File: src/rtl/opb_s2p_pkg.sv
`default_nettype none
// ============================================================================
// Module   : opb_s2p_pkg
// Brief    : Shared constants, FSM state type and STATUS packing helper for
//            the Simulink-to-PPC OPB register.
// Revision : 1.0
// ============================================================================
package opb_s2p_pkg;

    localparam int unsigned WORD_DATA    = 0;
    localparam int unsigned WORD_STATUS  = 1;

    // Bit index in OPB [0:31] numbering (bit 0 is the MSB)
    localparam int unsigned STAT_CLR_BIT = 0;

    typedef enum logic [1:0] {
        S_IDLE = 2'd0,
        S_ACK  = 2'd1,
        S_HOLD = 2'd2
    } s2p_state_e;

    // Returns STATUS as a numeric word: MSB = valid, overrun count right-justified.
    function automatic logic [31:0] pack_status(input logic valid, input logic [29:0] ovr);
        pack_status = {valid, 1'b0, ovr};
    endfunction

endpackage
`default_nettype wire

File: src/rtl/opb_s2p_addr_decode.sv
`default_nettype none
// ============================================================================
// Module   : opb_s2p_addr_decode
// Brief    : Combinational OPB slave window hit and word-offset decode.
// Revision : 1.0
// ============================================================================
module opb_s2p_addr_decode #(
    parameter logic [31:0] C_BASEADDR = 32'h0100_3000,
    parameter logic [31:0] C_HIGHADDR = 32'h0100_30FF,
    parameter int          C_AWIDTH   = 32
) (
    input  logic [0:C_AWIDTH-1] abus_i,
    input  logic                select_i,
    output logic                hit_o,
    output logic [C_AWIDTH-1:0] word_o
);

    logic [C_AWIDTH-1:0] w_off;

    assign hit_o  = select_i
                 && (abus_i >= C_BASEADDR[C_AWIDTH-1:0])
                 && (abus_i <= C_HIGHADDR[C_AWIDTH-1:0]);
    assign w_off  = abus_i - C_BASEADDR[C_AWIDTH-1:0];
    assign word_o = w_off >> 2;

endmodule
`default_nettype wire

File: src/rtl/opb_register_simulink2ppc.sv
`default_nettype none
// ============================================================================
// Module   : opb_register_simulink2ppc
// Brief    : OPB slave exposing a fabric-produced 32-bit word to the PPC,
//            with freshness flag and saturating overrun counter.
//            Optional build macro: OPB_S2P_RDCLR_EN (DATA read clears valid).
// Revision : 1.0
// ============================================================================
module opb_register_simulink2ppc
    import opb_s2p_pkg::*;
#(
    parameter logic [31:0] C_BASEADDR   = 32'h0100_3000,
    parameter logic [31:0] C_HIGHADDR   = 32'h0100_30FF,
    parameter int          C_OPB_AWIDTH = 32,
    parameter int          C_OPB_DWIDTH = 32,
    parameter              C_FAMILY     = "virtex5",
    parameter int          C_OVR_WIDTH  = 16
) (
    input  logic                    OPB_Clk,
    input  logic                    OPB_Rst,
    input  logic [0:C_OPB_AWIDTH-1] OPB_ABus,
    input  logic [0:3]              OPB_BE,
    input  logic [0:C_OPB_DWIDTH-1] OPB_DBus,
    input  logic                    OPB_RNW,
    input  logic                    OPB_select,
    input  logic                    OPB_seqAddr,
    output logic [0:C_OPB_DWIDTH-1] Sl_DBus,
    output logic                    Sl_xferAck,
    output logic                    Sl_errAck,
    output logic                    Sl_retry,
    output logic                    Sl_toutSup,
    input  logic [31:0]             user_data_in,
    input  logic                    user_data_valid,
    output logic                    user_data_read
);

    localparam logic [C_OVR_WIDTH-1:0] OVR_MAX = '1;

    s2p_state_e                state_q;
    logic                      ack_q;
    logic [0:C_OPB_DWIDTH-1]   dbus_q;
    logic                      rd_data_q;
    logic                      clr_q;
`ifdef OPB_S2P_RDCLR_EN
    logic                      cap_q;
`endif

    logic [31:0]               data_q,  data_d;
    logic                      valid_q, valid_d;
    logic [C_OVR_WIDTH-1:0]    ovr_q,   ovr_d;

    logic                      w_hit;
    logic [C_OPB_AWIDTH-1:0]   w_word;
    logic                      w_is_data;
    logic                      w_is_status;
    logic                      w_rd_sample;
    logic                      w_clr_req;
    logic [31:0]               w_rd_mux;

    logic                      unused_ok;
    logic                      unused_family;

    opb_s2p_addr_decode #(
        .C_BASEADDR (C_BASEADDR),
        .C_HIGHADDR (C_HIGHADDR),
        .C_AWIDTH   (C_OPB_AWIDTH)
    ) u_decode (
        .abus_i   (OPB_ABus),
        .select_i (OPB_select),
        .hit_o    (w_hit),
        .word_o   (w_word)
    );

    assign w_is_data   = (w_word == C_OPB_AWIDTH'(WORD_DATA));
    assign w_is_status = (w_word == C_OPB_AWIDTH'(WORD_STATUS));
    assign w_rd_sample = (state_q == S_IDLE) && w_hit && OPB_RNW && w_is_data;
    assign w_clr_req   = !OPB_RNW && w_is_status && OPB_DBus[STAT_CLR_BIT];

    always_comb begin
        w_rd_mux = '0;
        if (w_is_data) begin
            w_rd_mux = data_q;
        end else if (w_is_status) begin
            w_rd_mux = pack_status(valid_q, 30'(ovr_q));
        end
    end

    // Per-transaction strobes are loaded on the IDLE->ACK edge and live only
    // for the ACK cycle; HOLD blocks a second acknowledge while select stays high.
    always_ff @(posedge OPB_Clk or negedge OPB_Rst) begin
        if (!OPB_Rst) begin
            state_q   <= S_IDLE;
            ack_q     <= 1'b0;
            dbus_q    <= '0;
            rd_data_q <= 1'b0;
            clr_q     <= 1'b0;
`ifdef OPB_S2P_RDCLR_EN
            cap_q     <= 1'b0;
`endif
        end else begin
            case (state_q)
                S_IDLE: begin
                    if (w_hit) begin
                        state_q   <= S_ACK;
                        ack_q     <= 1'b1;
                        dbus_q    <= OPB_RNW ? C_OPB_DWIDTH'(w_rd_mux) : '0;
                        rd_data_q <= OPB_RNW && w_is_data;
                        clr_q     <= w_clr_req;
`ifdef OPB_S2P_RDCLR_EN
                        cap_q     <= user_data_valid;
`endif
                    end
                end
                S_ACK: begin
                    state_q   <= S_HOLD;
                    ack_q     <= 1'b0;
                    dbus_q    <= '0;
                    rd_data_q <= 1'b0;
                    clr_q     <= 1'b0;
`ifdef OPB_S2P_RDCLR_EN
                    cap_q     <= 1'b0;
`endif
                end
                S_HOLD: begin
                    if (!OPB_select) begin
                        state_q <= S_IDLE;
                    end
                end
                default: begin
                    state_q <= S_IDLE;
                end
            endcase
        end
    end

    // A capture that coincides with a DATA read (its sample or ack cycle) is
    // not an overrun: the reader has consumed the previous word.
    always_comb begin
        data_d  = data_q;
        valid_d = valid_q;
        ovr_d   = ovr_q;
        if (clr_q) begin
            valid_d = 1'b0;
            ovr_d   = '0;
        end
`ifdef OPB_S2P_RDCLR_EN
        if (rd_data_q && !cap_q) begin
            valid_d = 1'b0;
        end
`endif
        if (user_data_valid) begin
            data_d  = user_data_in;
            valid_d = 1'b1;
            if (valid_q && !rd_data_q && !w_rd_sample && !clr_q && (ovr_q != OVR_MAX)) begin
                ovr_d = ovr_q + 1'b1;
            end
        end
    end

    always_ff @(posedge OPB_Clk or negedge OPB_Rst) begin
        if (!OPB_Rst) begin
            data_q  <= '0;
            valid_q <= 1'b0;
            ovr_q   <= '0;
        end else begin
            data_q  <= data_d;
            valid_q <= valid_d;
            ovr_q   <= ovr_d;
        end
    end

    assign Sl_DBus        = dbus_q;
    assign Sl_xferAck     = ack_q;
    assign user_data_read = rd_data_q;
    assign Sl_errAck      = 1'b0;
    assign Sl_retry       = 1'b0;
    assign Sl_toutSup     = 1'b0;

    assign unused_ok      = ^{OPB_BE, OPB_seqAddr, OPB_DBus};
    assign unused_family  = ^C_FAMILY;

endmodule
`default_nettype wire

File: config.mk
export PLATFORM = sky130hd
export DESIGN_NAME = opb_register_simulink2ppc
export DESIGN_NICKNAME = d
export VERILOG_FILES = /design/src/rtl/opb_s2p_pkg.sv /design/src/rtl/opb_s2p_addr_decode.sv /design/src/rtl/opb_register_simulink2ppc.sv
export SDC_FILE = /design/constraint.sdc
export NUM_CORES = 1
export LEC_CHECK = 0
export CORE_MARGIN = 5
export CORE_UTILIZATION = 50
export CTS_CLUSTER_DIAMETER = 60
export DETAILED_ROUTE_END_ITERATION = 8
export GPL_TIMING_DRIVEN = 0
export PLACE_DENSITY = 0.86
export SYNTH_ARGS = -nofsm -noshare
export SYNTH_HDL_FRONTEND = slang
export SYNTH_HIERARCHICAL = 1
export SYNTH_SLANG_ARGS = --single-unit
File: constraint.sdc
create_clock -name OPB_Clk -period 4.49 [get_ports OPB_Clk]
set_clock_uncertainty 0.2 [all_clocks]
set_input_delay 1.1225 -clock OPB_Clk [delete_from_list [all_inputs] [get_ports OPB_Clk]]
set_output_delay 1.1225 -clock OPB_Clk [all_outputs]
set_load 0.05 [all_outputs]
# Word level (Yosys, flattened, before mapping)
# Index checks and enable logic that the tools add are counted.
[totals] output_inout_bits=37 reg_bits=86 word_cells=59
[classes] n_eq_ne=6 muxes=19 addsub=2 order_cmp=2 n_reduce_logical=22
[op_table] cell="$mux W32" n=4
[op_table] cell="$pmux W32 S2" n=1
[op_table] cell="$mux W16" n=3
[op_table] cell="$ge A32 B25 Y1 const B" n=1
[op_table] cell="$le A32 B25 Y1 const B" n=1
[op_table] cell="$logic_not A32 Y1" n=1
[op_table] cell="$sub A32 B25 Y32 const B" n=1
[op_table] cell="$eq A30 B1 Y1 const B" n=1
[op_table] cell="$add A16 B1 Y16 const B" n=1
[op_table] cell="$ne A16 B16 Y1 const B" n=1
[op_table] cell="$logic_and A1 B1 Y1" n=12
[op_table] cell="$pmux W1 S2" n=3
[op_table] cell="$pmux W2 S3" n=1
[op_table] cell="$mux W1" n=5
[op_table] cell="$logic_not A1 Y1" n=4
[op_table] cell="$mux W2" n=2
[op_table] cell="$ne A2 B2 Y1 const B" n=2
[op_table] cell="$reduce_and A2 Y1" n=2
[op_table] cell="$reduce_bool A2 Y1" n=2
[op_table] cell="$eq A2 B1 Y1 const B" n=1
[op_table] cell="$eq A2 B2 Y1 const B" n=1
[op_table] cell="$logic_not A2 Y1" n=1

# Depth between registers and ports, before layout
[logic_depth] ltp_word=12 ltp_mapped=13 ltp_nobuf=10

# Hierarchy
# Netlist, hierarchy kept.
[modules_own_cells] mod="opb_register_simulink2ppc" seq_area_each_um2=2152.1 instances=1 area_each_um2=3812.4 cells_each=302
[modules_own_cells] mod="opb_s2p_addr_decode" seq_area_each_um2=0.0 instances=1 area_each_um2=505.5 cells_each=72

# Worst setup path after synthesis
# OpenSTA, ideal clock, no wires.
[synth_timing] path_type="input to register" start="input OPB_ABus[19] in the netlist's numbering" end="register ovr_q[14]" path_buffers=1 slack_ps=99 arrival_time_ps=4065 path_stages=11 t_required_ps=4164 path_cell_list="ha_1 -> or3_1 -> clkbuf_1 -> o41ai_1 -> nand3b_1 -> xnor2_1 -> nor4_2 -> nand4_2 -> or4_4 -> and4_1 -> a221o_1"
[synth_rtl] item="start: declaration" line_no="opb_register_simulink2ppc.sv:21" rtl="input logic [0:C_OPB_AWIDTH-1] OPB_ABus,"
[synth_rtl] item="$sub A32 B25 Y32" line_no="opb_s2p_addr_decode.sv:23" rtl="assign w_off = abus_i - C_BASEADDR[C_AWIDTH-1:0];"
[synth_rtl] item="named net w_word[26]" line_no="opb_register_simulink2ppc.sv:53" rtl="logic [C_OPB_AWIDTH-1:0] w_word;"
[synth_rtl] item="$logic_not A32 Y1" line_no="opb_register_simulink2ppc.sv:74" rtl="assign w_is_data = (w_word == C_OPB_AWIDTH'(WORD_DATA));"
[synth_rtl] item="$logic_and A1 B1 Y1" line_no="opb_register_simulink2ppc.sv:76" rtl="assign w_rd_sample = (state_q == S_IDLE) && w_hit && OPB_RNW && w_is_data;"
[synth_rtl] item="$logic_not A1 Y1" line_no="opb_register_simulink2ppc.sv:154" rtl="if (valid_q && !rd_data_q && !w_rd_sample && !clr_q && (ovr_q != OVR_MAX)) begin"
[synth_rtl] item="$logic_and A1 B1 Y1 (3 in series)" line_no="opb_register_simulink2ppc.sv:154"
[synth_rtl] item="$mux W16" line_no="opb_register_simulink2ppc.sv:154"
[synth_rtl] item="$mux W16" line_no="opb_register_simulink2ppc.sv:151" rtl="if (user_data_valid) begin"
[synth_rtl] item="named net ovr_d[14]" line_no="opb_register_simulink2ppc.sv:50" rtl="logic [C_OVR_WIDTH-1:0] ovr_q, ovr_d;"
[synth_rtl] item="end signal: assignment" line_no="opb_register_simulink2ppc.sv:168" rtl="ovr_q <= ovr_d;"
[synth_rtl] item="end: declaration" line_no="opb_register_simulink2ppc.sv:50"
# The timed path passes the listed nets, and every way through them passes these cells.
# A chain may end at the register's enable or synchronous reset.

# Worst setup path after layout
[layout_timing] start="input OPB_ABus[4] in the netlist's numbering" end="register ovr_q[10]"
# The elaborated chain is that of the path after synthesis.

==> impl_metrics.toml <==
[outcome]
run_status = "finished, final reports clean"

[pwr]
clock_power_share = 0.358
power.net_switching_mw = 0.4408
p_leak_nw = 2.740
pwr-share-seq = 0.505
power_switching_share = 0.2569
power.share.combinational = 0.137
power_density_mw_per_mm2 = 292.0
internal-power_mw = 1.275
ir_worst_vdd_mv = 0.2237

[place]
last_weighted_congestion_value_of_the_routability_driven_placer = 0.8644
dp.final_hpwl_um = 7630
placement.setup.worst_slack_ns = -0.9621
placedInstanceArea_mm2 = 0.005430
port-buffer-count = 94

[final_layout]
layout.filler_cells = 591
antenna-diode-count = 0
post-route-cell-area_mm2 = 0.005876
postLayoutCoreUtil = 0.6872
area_added_between_synthesis_and_finish_pct = 36.08
drive_above_1_share = 0.2240
layout.nets = 603

[setup_path]
slowest_stage = "or4_4"
critical_path_peak_fanout = 5
crit_buf_inv = 3
rrSetupSlack_ns = 1.91
critical-path-top-delay-family = "simple AND/OR/NAND/NOR gates"
cp.arrival_ns = 4.51
critical_path.startpoint_type = "input port"
cpPeakStageDelay_ns = 0.59
path_class = "in -> reg"
end_kind = "register"
cell_by_cell_listing_of_the_critical_path = "clkdlybuf4s50_1, or4_4, or3_4, nand2_1, nand4_1, nor4_2, nand4_2, buf_6, or4_4, a21oi_4, buf_6, a221o_1"
worst-endpoint-required_ns = 4.59

[synth]
synth.top_cells.by_area = "dfrtp_1, mux2_2, a22o_1"
post_synth.cell_area_avg_um2 = 11.55
yosys.area_share.simple = 0.1553
library_cell_occupying_the_most_area_in_the_post_synthesis_netlist = "dfrtp_1"
syn_area_mm2 = 0.004318
ys_warns = 6
synthDominantCellAreaShare = 0.4984
synth_compound_gate_area_share = 0.1657
synth.area.mux_share = 0.08838
synth_adder_area_share = 0.005795
synth-seq-area-share = 0.4984
async_reset_ff_frac = 1.000
dominant_combinational_cell_family_by_area_after_synthesis = "compound AO/OA/AOI/OAI gates"
synth_xor_xnor_area_share = 0.03043
synth-main-ff-cell = "dfrtp_1"
number_of_enable_type_register_cells_in_the_synthesized_netlist = 0
ys_ff_latch = 86
post_synthesis_cell_count = 374
netlist-cell-type-count = 50

[global_routing]
grt_antenna_before_repair = 0
globalRouteOverflowTotal = 0
track_usage = 0.2072
via_count_of_the_first_global_routing_pass = 3656
grt_start_max_net_pins = 73
first_pass_grt_wire_length_um = 17330

[detailed_routing]
drt_pass1_iterations = 5
wl_per_cell_um = 18.04
ant_nets = 0
via_per_inst = 5.854
route.vias.total = 3559
iteration_0_drc_markers = 205
totalWireLength_um = 10970
post-route-drc-count = 0

[cts]
h_tree_depth_reported_by_cts = 3
cts.root.buffer_cell = "clkbuf_8"
cts.reportedPaths.clkPinSlew_ns = 0.08
cts_hold_buf = 0
cts_num_sinks = 86
clk_path_buf_depth = 2
cts_tree = "built"
cts_inserted_buffers = 9
insertion_delay_ns = 0.37

[min_path]
worstHoldPathType = "reg -> reg"

[die]
die_area_mm2 = 0.01059
starting_density = 0.5050
placementRows = 34
die_w_um = 102.9
core_mm2 = 0.008551
num_io_pins = 143
die_y_um = 102.9

[timing]
setup_viol = 0
timing.slew.headroom = 0.5044
fin_crit_sh = 0.9809
hold_slack_ns = 0.3082
layout_setup_ws_ns = 0.08582
maxSlewViolCount = 0
finalHoldViolCount = 0
final_critical_path_required_period_ns = 4.404
max_freq_mhz = 227.1
timing_worst_slew_pin_value_ns = 0.7434

[job]
max_capacitance_violation_total = 0
## flip-flops by register name, summed over array words and instances (netlist names)
name and flops:
valid_q 1, user_data_read 1, ovr_q 16, state_q 2, data_q 32, clr_q 1, Sl_xferAck 1, Sl_DBus 32
## power by group through the flow
stage | clock, mW | sequential [mW] | combinational [mW]
floorplan | 0 | 0.868 | 0.124
global placement | 0 | 0.879 | 0.209
detailed placement | 0 | 0.882 | 0.222
CTS | 0.627 | 0.866 | 0.228
global route | 0.661 | 0.874 | 0.255
finish | 0.614 | 0.867 | 0.235
## final timing paths
| path | startpoint | endpoint | depth (start not counted) |
|---|---|---|---|
| hold reg to reg | data_q[23] | Sl_DBus[8] | 1 |
| min in group asynchronous | OPB_Rst | data_q[8] | 1 |
| hold / removal | data_q[23] | Sl_DBus[8] | 1 |
| setup / recovery | OPB_ABus[4] | ovr_q[10] | 12 |
| setup reg to reg | ovr_q[0] | ovr_q[10] | 7 |
| max in group asynchronous | OPB_Rst | ovr_q[11] | 2 |
## cell type report
| type | count | area (um^2) | area share |
|---|---|---|---|
| flip-flops and latches | 86 | 2152 | 0.3663 |
| repair buffers | 109 | 1106 | 0.1882 |
| multi-input cells | 251 | 2029 | 0.3454 |
| inverters | 6 | 22.52 | 0.003833 |
| well taps | 108 | 135.1 | 0.02300 |
| plain buffers | 32 | 203.9 | 0.03471 |
| clock inverters | 7 | 102.6 | 0.01746 |
| clock buffers | 9 | 123.9 | 0.02108 |
## cells in the mapped netlist (all sizes together), types with 9 or more instances
library cell / n
mux2: 33
dfrtp: 86
clkbuf: 11
nor3: 12
buf: 24
a21o: 20
a221o: 9
nand3: 10
nor4: 21
nor2: 9
a22o: 33
nand2: 19
## per-layer routing
metal,up-vias,GRT usage,routed length [um]
met5,-,0,0
met4,0,0.06375,183
met3,20,0.05616,712
met2,130,0.3488,5517
met1,1769,0.2606,4555
li1,1640,-,-
## stage by stage
| stage | std cells | power, mW | TNS, ns |
|---|---|---|---|
| after floorplan | 377 | 0.9922 | 0 |
| after detailed placement | 580 | 1.104 | -40.40 |
| after global routing | 608 | 1.790 | -0.05540 |
| after global placement | 579 | 1.088 | -107.19 |
| final | 608 | 1.716 | 0 |
| after CTS | 603 | 1.721 | 0 |
## placed cells by master (no fill, tap or decap), drive strengths merged, types with 10 or more instances in the layout
cell           Yosys  layout
buf               24      39
clkdlybuf4s50      0      85
nand2             19      19
dfrtp             86      86
nor3              12      12
inv                6      10
nand3             10      10
a21o              20      20
a22o              33      33
nor4              21      21
clkbuf            11      18
mux2              33      33
## what timing repair did
item | in CTS | in global routing
pin swaps | 5 | 14
resized for setup | 6 | 26
setup buffers | 8 | 5
endpoints found under the setup margin | 48 | 38
cloned | 0 | 2
hold endpoints to repair | 0 | 0
## kinds of logic after synthesis
family / count (synthesis)
xor+xnor: 15
fa+ha+maj: 2
other cells: 2
simple gates: 108
compound gates: 86
buf+inv: 41
flops: 86
mux: 34
(Power assumes the default switching activity.)
